<file path="config.mk">
export PLATFORM = sky130hd
export DESIGN_NAME = p2s_slave_mc_flat
export DESIGN_NICKNAME = d
export VERILOG_FILES = /design/src/rtl/p2s_slave_mc_if.sv /design/src/rtl/p2s_slave_mc.sv /design/src/flat_wrapper.sv
export SDC_FILE = /design/constraint.sdc
export NUM_CORES = 1
export LEC_CHECK = 0
export ABC_AREA = 1
export CAP_MARGIN = 10
export CORE_MARGIN = 1.5
export CORE_UTILIZATION = 25
export DETAILED_ROUTE_END_ITERATION = 8
export PLACE_DENSITY = 0.54
export SLEW_MARGIN = 30
export SYNTH_ARGS = -nofsm -noshare
export SYNTH_HDL_FRONTEND = slang
export SYNTH_SLANG_ARGS = --single-unit
</file>
<file path="constraint.sdc">
create_clock -name clk -period 5.9 [get_ports clk]
set_input_delay 1.77 -clock clk [delete_from_list [all_inputs] [get_ports clk]]
set_output_delay 1.77 -clock clk [all_outputs]
set_load 0.02 [all_outputs]
</file>
<file path="src/rtl/p2s_slave_mc_if.sv">
// Bus bundle for the multi-lane parallel-to-serial slave: parallel capture
// inputs, master-driven serial controls and the slave's serial/status outputs.
interface p2s_slave_mc_if #(
  parameter int NBIT  = 64,
  parameter int NLANE = 1
);
  localparam int CW = ($clog2(NBIT + 1) < 1) ? 1 : $clog2(NBIT + 1);

  logic [NLANE*NBIT-1:0] pi;
  logic                  sld_n;
  logic                  sclk;
  logic [NLANE-1:0]      so;
  logic                  busy;
  logic                  frame_done;
  logic                  ovf;
  logic [CW-1:0]         bit_cnt;

  modport master (
    output pi, sld_n, sclk,
    input  so, busy, frame_done, ovf, bit_cnt
  );

  modport slave (
    input  pi, sld_n, sclk,
    output so, busy, frame_done, ovf, bit_cnt
  );
endinterface

</file>
<file path="src/rtl/p2s_slave_mc.sv">
// Multi-lane parallel-to-serial slave: captures a parallel word while sld_n is
// low, then presents one bit per lane on each qualified sclk edge, oversampled in clk.
module p2s_slave_mc #(
  parameter int NBIT      = 64,
  parameter int NLANE     = 1,
  parameter int SYNC_STG  = 3,
  parameter int SCLK_EDGE = 0,
  parameter int MSB_FIRST = 0
) (
  input logic           clk,
  input logic           rst,
  p2s_slave_mc_if.slave bus
);
  localparam int            CW   = ($clog2(NBIT + 1) < 1) ? 1 : $clog2(NBIT + 1);
  localparam int            IDX0 = (MSB_FIRST != 0) ? NBIT - 1 : 0;
  localparam logic [CW-1:0] LAST = CW'(NBIT);

  logic [SYNC_STG-1:0]   r_sclkSync;
  logic [SYNC_STG-1:0]   r_sldSync;
  logic                  r_sclkD;
  logic [NLANE*NBIT-1:0] r_shadow;
  logic [NLANE-1:0]      r_so;
  logic [CW-1:0]         r_bitCnt;
  logic                  r_ovf;
  logic                  r_frameDone;

  logic                  w_sclkS;
  logic                  w_loadActive;
  logic                  w_qualEdge;
  logic [CW-1:0]         w_idx;
  logic [NLANE-1:0]      w_loadSo;
  logic [NLANE-1:0]      w_shiftSo;

  // sld_n idles high, so its chain resets to 1 to avoid a phantom load after reset
  always_ff @(posedge clk or posedge rst) begin
    if (rst) begin
      r_sclkSync <= '0;
      r_sldSync  <= '1;
      r_sclkD    <= 1'b0;
    end else begin
      r_sclkSync <= {r_sclkSync[SYNC_STG-2:0], bus.sclk};
      r_sldSync  <= {r_sldSync[SYNC_STG-2:0], bus.sld_n};
      r_sclkD    <= r_sclkSync[SYNC_STG-1];
    end
  end

  assign w_sclkS      = r_sclkSync[SYNC_STG-1];
  assign w_loadActive = ~r_sldSync[SYNC_STG-1];
  assign w_qualEdge   = (SCLK_EDGE == 0) ? (~w_sclkS & r_sclkD) : (w_sclkS & ~r_sclkD);

  // Index only meaningful while bit_cnt < NBIT; other values select nothing useful
  assign w_idx = (MSB_FIRST != 0) ? (LAST - CW'(1) - r_bitCnt) : r_bitCnt;

  always_comb begin
    w_loadSo  = '0;
    w_shiftSo = r_so;
    for (int k = 0; k < NLANE; k++) begin
      w_loadSo[k] = bus.pi[k*NBIT + IDX0];
      for (int b = 0; b < NBIT; b++) begin
        if (w_idx == CW'(b)) begin
          w_shiftSo[k] = r_shadow[k*NBIT + b];
        end
      end
    end
  end

  // Load dominates any coincident edge; it restarts the frame with fresh capture
  always_ff @(posedge clk or posedge rst) begin
    if (rst) begin
      r_shadow    <= '0;
      r_so        <= '0;
      r_bitCnt    <= '0;
      r_ovf       <= 1'b0;
      r_frameDone <= 1'b0;
    end else if (w_loadActive) begin
      r_shadow    <= bus.pi;
      r_so        <= w_loadSo;
      r_bitCnt    <= CW'(1);
      r_ovf       <= 1'b0;
      r_frameDone <= 1'b0;
    end else begin
      r_frameDone <= 1'b0;
      if (w_qualEdge && (r_bitCnt != '0)) begin
        if (r_bitCnt < LAST) begin
          r_so        <= w_shiftSo;
          r_bitCnt    <= r_bitCnt + CW'(1);
          r_frameDone <= (r_bitCnt == (LAST - CW'(1)));
        end else begin
          r_ovf <= 1'b1;
        end
      end
    end
  end

  assign bus.so         = r_so;
  assign bus.bit_cnt    = r_bitCnt;
  assign bus.ovf        = r_ovf;
  assign bus.frame_done = r_frameDone;
  assign bus.busy       = (r_bitCnt != '0) && (r_bitCnt < LAST) && !w_loadActive;
endmodule

</file>
<file path="src/flat_wrapper.sv">
// flat-port wrapper written by rule: the top's interface ports become plain ports
module p2s_slave_mc_flat 
#(
  parameter int NBIT      = 64,
  parameter int NLANE     = 1,
  parameter int SYNC_STG  = 3,
  parameter int SCLK_EDGE = 0,
  parameter int MSB_FIRST = 0
)
  (clk, rst, bus_pi, bus_sld_n, bus_sclk, bus_so, bus_busy, bus_frame_done, bus_ovf, bus_bit_cnt);
  p2s_slave_mc_if #(.NBIT(NBIT), .NLANE(NLANE)) bus_i ();
  input logic clk;
  input logic rst;
  input wire logic [$bits(bus_i.pi)-1:0] bus_pi;
  input wire logic [$bits(bus_i.sld_n)-1:0] bus_sld_n;
  input wire logic [$bits(bus_i.sclk)-1:0] bus_sclk;
  output wire logic [$bits(bus_i.so)-1:0] bus_so;
  output wire logic [$bits(bus_i.busy)-1:0] bus_busy;
  output wire logic [$bits(bus_i.frame_done)-1:0] bus_frame_done;
  output wire logic [$bits(bus_i.ovf)-1:0] bus_ovf;
  output wire logic [$bits(bus_i.bit_cnt)-1:0] bus_bit_cnt;
  assign bus_i.pi = bus_pi;
  assign bus_i.sld_n = bus_sld_n;
  assign bus_i.sclk = bus_sclk;
  assign bus_so = bus_i.so;
  assign bus_busy = bus_i.busy;
  assign bus_frame_done = bus_i.frame_done;
  assign bus_ovf = bus_i.ovf;
  assign bus_bit_cnt = bus_i.bit_cnt;
  p2s_slave_mc #(.NBIT(NBIT), .NLANE(NLANE), .SYNC_STG(SYNC_STG), .SCLK_EDGE(SCLK_EDGE), .MSB_FIRST(MSB_FIRST)) u_core (.clk(clk), .rst(rst), .bus(bus_i));
endmodule
</file>
==> summary.md, run 1 <==
| Metric | Value |
|---|---|
| Slowest-stage cell, CP | `dfrtp_2` |
| Period utilization | `86.5%` |
| CTS sink cnt | `81` |
| Setup TNS after final layout | `0 ns` |
| CTS tree | `built` |
| Die Area | `18700 um^2` |
| Post-Syn Area per Cell | `6.82 um^2` |
| Post-synth ARST share | `100%` |
| Final HPWL DP | `8950 um` |
| Warnings, synthesis | `0` |
| Post-synth EDFFs | `0` |
| Cell mode on critical path | `nand3_1` |
| Reg clk slew, reported paths | `0.06 ns` |
| Via count of the first global-routing pass | `3952` |
| Placed instance count | `942` |
| Clock Skews | `0.00809 ns` |
| Nets | `810` |
| Post-layout util | `34.0%` |
| RSZ-0062 raised after global routing | `true` |
| Design Power | `1.46 mW` |
| Hold depth | `0` |
| Arrival @ worst endpoint | `5.34 ns` |
| Antenna-violating nets left | `0` |
| Worst setup SP type | `flip-flop` |
| Core area | `17400 um^2` |
| Starting Density | `25.7%` |
| HP Class | `reg2reg` |
| Dpl cell area | `5470 um^2` |
| Fmax achieved | `0.196 GHz` |
| Drt via density | `4.30` |
| Pins over their slew limit | `0` |
| Synth-to-Final Area Change | `32.1%` |
| Register area share after synthesis | `45.5%` |
| Synthesized area | `4470 um^2` |
| Synth unique cells | `26` |
| Crit Path Category | `reg2reg` |
| Final Hold Fails | `0` |
| Top_reg_cell synth | `dfrtp_1` |
| CP Capture Type | `flip-flop` |
| Via count | `4167` |
| Status | `finished, final reports clean` |
| Critical Path RT | `6.13 ns` |
| Slew Limit Headroom | `43.5%` |
| Largest net degree at the start of global routing | `92` |
| Flops & latches, synth | `81` |
| Final instance area | `5900 um^2` |
| Site Rows | `48` |
| DRT iter0 DRCs | `203` |
| Non-Filler Instances | `968` |
| Synthesized instance count | `655` |
| Critical path fanouts, max | `4` |
| Leak Pwr | `2.66 nW` |
| Diode count | `0` |
| Reg2Reg Depth | `67` |
| Port-buffer cells | `78` |
| Global route overflow | `0` |
| Die H | `137 um` |
| Skew-Pair Late Insertion Delay | `0.35 ns` |
| H-tree depth | `3` |
| Residual DRC | `0` |
| Width of the die | `137 um` |
| GRT Overall Usage | `14.0%` |
| Worst-Margin Slew | `0.847 ns` |
| Max Cap Viol | `0` |
| Clk Tree Root Cell | `clkbuf_16` |
| Initial antenna violation count | `0` |
| IO Pins | `79` |
| P per Cell Area | `247 nW/um^2` |
| Post-Syn Nets | `727` |
| Final min period | `5.10 ns` |
| TritonRoute pass-1 iters | `4` |
| Critical Path Max Stage Delay | `0.43 ns` |
| Peak supply drop | `0.133 mV` |
| Total CTS buffers | `9` |
| Final setup violation count | `0` |
| Wire length per cell | `12.6 um` |
| Share of layout cells above drive strength 1 | `8.34%` |
| First-pass GRT wire length | `19800 um` |
| Routed WL | `12200 um` |
| Placer Congestion | `0.836` |
| Max clock buf depth | `2` |
==> state kept, by name, summed over array words and instances (netlist names) <==
register / flops
u_core.bus.bit_cnt: 7
u_core.bus.frame_done: 1
u_core.bus.ovf: 1
u_core.bus.so: 1
u_core.r_sclkD: 1
u_core.r_sclkSync: 3
u_core.r_shadow: 64
u_core.r_sldSync: 3
==> cells by family after synthesis <==
family / Yosys count / share of synthesized area, %
AO/OA/AOI/OAI: 50 / 5.85
adder cells (fa/ha/maj): 4 / 1.12
buffers and inverters: 128 / 10.9
flip-flops: 81 / 45.5
AND/OR/NAND/NOR: 392 / 36.6
==> cell type report <==
cell class                      count  area [um^2]
Clock buffer                       11          243
Clock inverter                      5         78.8
Fill cell                        1890        11500
Inverter                          109          410
Multi-Input combinational cell    446         1970
Sequential cell                    81         2040
Tap cell                          225          282
Timing Repair Buffer               91          878
==> power by group <==
group	switching, mW	internal [mW]
logic	0.124	0.108
clock network	0.219	0.381
registers	0.0247	0.601
total	0.367	1.09
==> layer usage <==
metal	global-route usage, %	part of all wire, %
met1	18.7	48
met2	22.1	45
met3	3.07	5.0
met4	5.20	1.8
met5	0	0
==> final timing paths <==
| path | to | start | slack [ns] |
|---|---|---|---|
| setup / recovery | u_core.bus.so$_DFFE_PP0P_ | u_core.bus.bit_cnt[0]$_DFFE_PP0P_ | 0.80 |
| hold / removal | u_core.r_sclkSync[1]$_DFF_PP0_ | u_core.r_sclkSync[0]$_DFF_PP0_ | 0.35 |
| setup reg to reg | u_core.bus.so$_DFFE_PP0P_ | u_core.bus.bit_cnt[0]$_DFFE_PP0P_ | 0.80 |
| hold reg to reg | u_core.r_sclkSync[1]$_DFF_PP0_ | u_core.r_sclkSync[0]$_DFF_PP0_ | 0.35 |
| max in group asynchronous | u_core.r_shadow[56]$_DFFE_PP0N_ | rst | 3.06 |
| min in group asynchronous | u_core.r_shadow[15]$_DFFE_PP0N_ | rst | 1.88 |
==> worst max-delay path: cells and delay by family, from the launching register on <==
family | cells | cell delay [ns]
flip-flops | 1 | 0.43
AO/OA/AOI/OAI | 2 | 0.11
buffers and inverters | 3 | 0.29
adder cells (fa/ha/maj) | 1 | 0.21
AND/OR/NAND/NOR | 61 | 3.97
==> synthesized netlist by cell type (2+ instances only) <==
| cell | number | share of area (%) |
|---|---|---|
| nand4_1 | 10 | 1.4 |
| ha_1 | 4 | 1.1 |
| a21oi_2 | 2 | 0.39 |
| o21ai_0 | 34 | 3.8 |
| inv_2 | 3 | 0.25 |
| inv_1 | 106 | 8.9 |
| nand3_1 | 53 | 5.9 |
| nand2_1 | 226 | 19 |
| dfrtp_1 | 78 | 44 |
| nor2_1 | 76 | 6.4 |
| dfstp_2 | 3 | 1.8 |
| nor2_2 | 2 | 0.28 |
| nor4_1 | 11 | 1.5 |
| or2_2 | 5 | 0.70 |
| clkbuf_1 | 17 | 1.4 |
| nor3_1 | 4 | 0.45 |
| a21oi_1 | 11 | 1.2 |
| o22ai_1 | 2 | 0.28 |
==> layout by cell type (no fill, tap or decap), types with 2 or more instances in the layout <==
cell type,n
ha_1,2
dfstp_2,3
ha_2,2
nand2_2,2
inv_1,101
nand2_1,224
dfrtp_2,5
a21oi_2,2
a21oi_1,11
bufinv_16,2
nor3_1,4
o21ai_0,34
nor2_2,5
clkbuf_16,9
inv_2,7
clkinv_2,3
o22ai_1,2
nand4_1,10
buf_4,13
nor2_1,72
clkdlybuf4s50_1,78
nor4_1,11
nand3_1,53
dfrtp_1,73
or2_2,5
==> what timing repair did <==
action                     CTS  global route
hold buffers                 0             0
gates resized for setup      0            17
setup buffers                0            10
setup endpoints to repair    0             1
==> metrics by stage <==
| stage | hold slack, ns | setup slack [ns] |
|---|---|---|
| floorplan | 0.331 | 1.14 |
| global placement | 0.338 | 0.711 |
| detailed placement | 0.335 | 0.683 |
| CTS | 0.348 | 0.650 |
| global route | 0.360 | -0.0956 |
| finish | 0.347 | 0.796 |
No activity file was read; power rests on OpenSTA's default activity.
==> inputs of run 2 (changes only) <==
- clock period: 5.9 -> 4.9 ns (I/O delays scaled with it)
==> run 2 against run 1 <==
  * The run now ends with negative setup slack left
  * Global-route usage barely moved
  * Cell count increased by 2.9%
  * Clock-buffer cell count rose by 1
  * Register-to-register slack got worse by 0.93 ns
  * Fmax increased by 1.3%
  * Highest routed layer unchanged
==> summary.md, run 2 (same netlist as run 1, synthesis figures left out) <==
| Metric | Value |
|---|---|
| Status | `finished, violations left` |
| Failing checks | `negative setup slack` |
| Max Cap Viol | `0 (unchanged)` |
| Final HPWL DP | `9260 um (+3.5%)` |
| Via count | `4241 (+1.8%)` |
| Peak supply drop | `0.163 mV (+23%)` |
| Critical Path Max Stage Delay | `0.43 ns (about the same)` |
| Max clock buf depth | `2 (unchanged)` |
| Via count of the first global-routing pass | `4111 (+4.0%)` |
| HP Class | `reg2reg` |
| Power share of the clock group | `39.4% (-1.8 points)` |
| Met2 Wirelength | `5540 um (+1.1%)` |
| Design Power | `1.74 mW (+19%)` |
| CP Depth | `70 (+4.5%)` |
| Final setup violation count | `1 (+1)` |
| Share of layout cells above drive strength 1 | `12.5% (+4.1 points)` |
| Clock Skews | `0.00815 ns (+0.0000649 ns)` |
| Crit Path Category | `reg2reg` |
| Worst R2R Setup Slack | `-0.14 ns (-0.93 ns)` |
| TritonRoute pass-1 iters | `5 (+1)` |
| Residual DRC | `0 (unchanged)` |
| Placed instance count | `977 (+3.7%)` |
| Switch share | `25.8% (+0.60 points)` |
| Global route overflow | `0 (unchanged)` |
| Reg power frac | `43.3% (+0.3 points)` |
| Arrival @ worst endpoint | `5.26 ns (-0.08 ns)` |
| DRT iter0 DRCs | `228 (+12%)` |
| Comb power frac | `17.2% (+1.3 points)` |
| Filler cells | `1855 (-1.9%)` |
| Skew-Pair Late Insertion Delay | `0.34 ns (about the same)` |
| Critical path fanouts, max | `4 (unchanged)` |
| P_sw | `0.448 mW (+22%)` |
| Antenna-violating nets left | `0 (unchanged)` |
| Core area | `17400 um^2 (unchanged)` |
| Reg clk slew, reported paths | `0.06 ns (about the same)` |
| Worst-Margin Slew | `0.845 ns (-0.00186 ns)` |
| Reg2Reg Depth | `70 (+4.5%)` |
| Width of the die | `137 um (unchanged)` |
| Site Rows | `48 (unchanged)` |
| H-tree depth | `3 (unchanged)` |
| Final Hold Fails | `0 (unchanged)` |
| CP Capture Type | `flip-flop` |
| Total CTS buffers | `9 (unchanged)` |
| Reg2reg start | `u_core.bus.bit_cnt[0]$_DFFE_PP0P_` |
| Diode count | `0 (unchanged)` |
| Critical Path Sink | `u_core.bus.so$_DFFE_PP0P_` |
| IO Pins | `79 (unchanged)` |
| Die Area | `18700 um^2 (unchanged)` |
| Leak Pwr | `2.83 nW (+6.3%)` |
| Fmax achieved | `0.199 GHz (+1.3%)` |
| Starting Density | `25.7% (unchanged)` |
| First-pass GRT wire length | `20100 um (+1.5%)` |
| Nets | `838 (+3.5%)` |
| Critical Path RT | `5.12 ns (-1.01 ns)` |
| Max Used Layer | `met4` |
| Die H | `137 um (unchanged)` |
| Most frequent cells in the layout | `226 x nand2_1, 101 x inv_1, 78 x clkdlybuf4s50_1` |
| Met3 routed WL | `659 um (+7.9%)` |
| P per Cell Area | `282 nW/um^2 (+14%)` |
| Period utilization | `103% (+16 points)` |
| Critical R2R Capture | `u_core.bus.so$_DFFE_PP0P_` |
| Initial antenna violation count | `0 (unchanged)` |
| Commonest non-fill, non-tap cell in the layout | `nand2_1` |
| Largest Register | `u_core.r_shadow` |
| Slew Limit Headroom | `43.6% (+0.12 points)` |
| CP top delay family | `simple AND/OR/NAND/NOR gates` |
| Final setup margin | `-0.137 ns (-0.933 ns)` |
| Hold depth | `0 (unchanged)` |
| Synth-to-Final Area Change | `37.8%` |
| Non-Filler Instances | `996 (+2.9%)` |
| Final min period | `5.04 ns (-0.0674 ns)` |
| Met1 Wirelength | `5990 um (+1.1%)` |
| RSZ-0062 raised after global routing | `true` |
| Largest net degree at the start of global routing | `92 (unchanged)` |
| Port-buffer cells | `78 (unchanged)` |
| Placer Congestion | `0.850 (+1.7%)` |
| Cell mode on critical path | `nand3_1` |
| CP Launch Point | `u_core.bus.bit_cnt[0]$_DFFE_PP0P_` |
| Hold-fix buffers, CTS | `0 (unchanged)` |
| Worst setup SP type | `flip-flop` |
| Clk Tree Root Cell | `clkbuf_16` |
| Wire length per cell | `12.4 um (-1.7%)` |
| GRT Overall Usage | `14.0% (+0.029 points)` |
| Routed WL | `12400 um (+1.2%)` |
| Drt via density | `4.26 (-1.1%)` |
| CTS sink cnt | `81 (unchanged)` |
| CP Buf/Inv Count | `2 (-1)` |
| Power Internal | `1.29 mW (+18%)` |
| Max reg flops | `64 (unchanged)` |
| Slowest-stage cell, CP | `dfrtp_2` |
| Pins over their slew limit | `0 (unchanged)` |
| CTS tree | `built` |
run 2: cell types whose count changed in the layout (fill, tap and decap cells not counted), moves of 2 or more:
cell,delta
nand3_1,-11
nand3_2,+11
nand2_1,+2
dfrtp_2,-4
nand2_2,-2
dfrtp_1,+4
buf_4,+28
run 2: final cells by class:
type	count	area [um^2]	area share, %
sequential	81	2030	33.0
tap	225	282	4.57
clock inverter	4	51.3	0.833
timing repair buffer	119	1090	17.7
multi-input combinational	446	2040	33.1
clock buffer	12	256	4.17
inverter	109	410	6.67
run 2: worst min path at each step:
stage | to | startpoint
5_1_grt | u_core.r_sclkSync[1]$_DFF_PP0_ | u_core.r_sclkSync[0]$_DFF_PP0_
3_5_place_dp | u_core.r_sclkSync[1]$_DFF_PP0_ | u_core.r_sclkSync[0]$_DFF_PP0_
4_1_cts | u_core.r_sclkSync[1]$_DFF_PP0_ | u_core.r_sclkSync[0]$_DFF_PP0_
6_report | u_core.r_sclkSync[1]$_DFF_PP0_ | u_core.r_sclkSync[0]$_DFF_PP0_
3_3_place_gp | u_core.r_sclkSync[2]$_DFF_PP0_ | u_core.r_sclkSync[1]$_DFF_PP0_
2_1_floorplan | u_core.r_sclkSync[1]$_DFF_PP0_ | u_core.r_sclkSync[0]$_DFF_PP0_
run 2: per-layer routing:
metal | vias up | track usage [%]
li1 | 2233 | -
met1 | 1903 | 19.1
met2 | 89 | 22.1
met3 | 16 | 3.37
met4 | 0 | 4.02
met5 | - | 0
run 2: repair_timing:
item	CTS	global route
endpoints found under the setup margin	1	1
gates resized for setup	14	10
setup buffers	2	1
pin swaps	4	2
run 2: power by group through the flow:
stage / clock network [mW] / logic, mW / registers (mW)
after floorplan: 0 / 0.160 / 0.759
after global placement: 0 / 0.286 / 0.764
after detailed placement: 0 / 0.289 / 0.764
after CTS: 0.708 / 0.296 / 0.753
after global routing: 0.737 / 0.343 / 0.759
final: 0.685 / 0.299 / 0.753
run 2: through the flow:
step	util [%]	setup slack, ns	hold WS [ns]	TNS, ns	instance area, um^2
floorplan	-	0.142	0.331	0	4470
global placement	33.1	-0.219	0.333	-0.219	5740
detailed placement	33.1	-0.292	0.335	-0.292	5740
CTS	35.1	-0.180	0.349	-0.180	6100
global route	35.5	-0.970	0.357	-0.970	6160
finish	35.5	-0.137	0.347	-0.137	6160
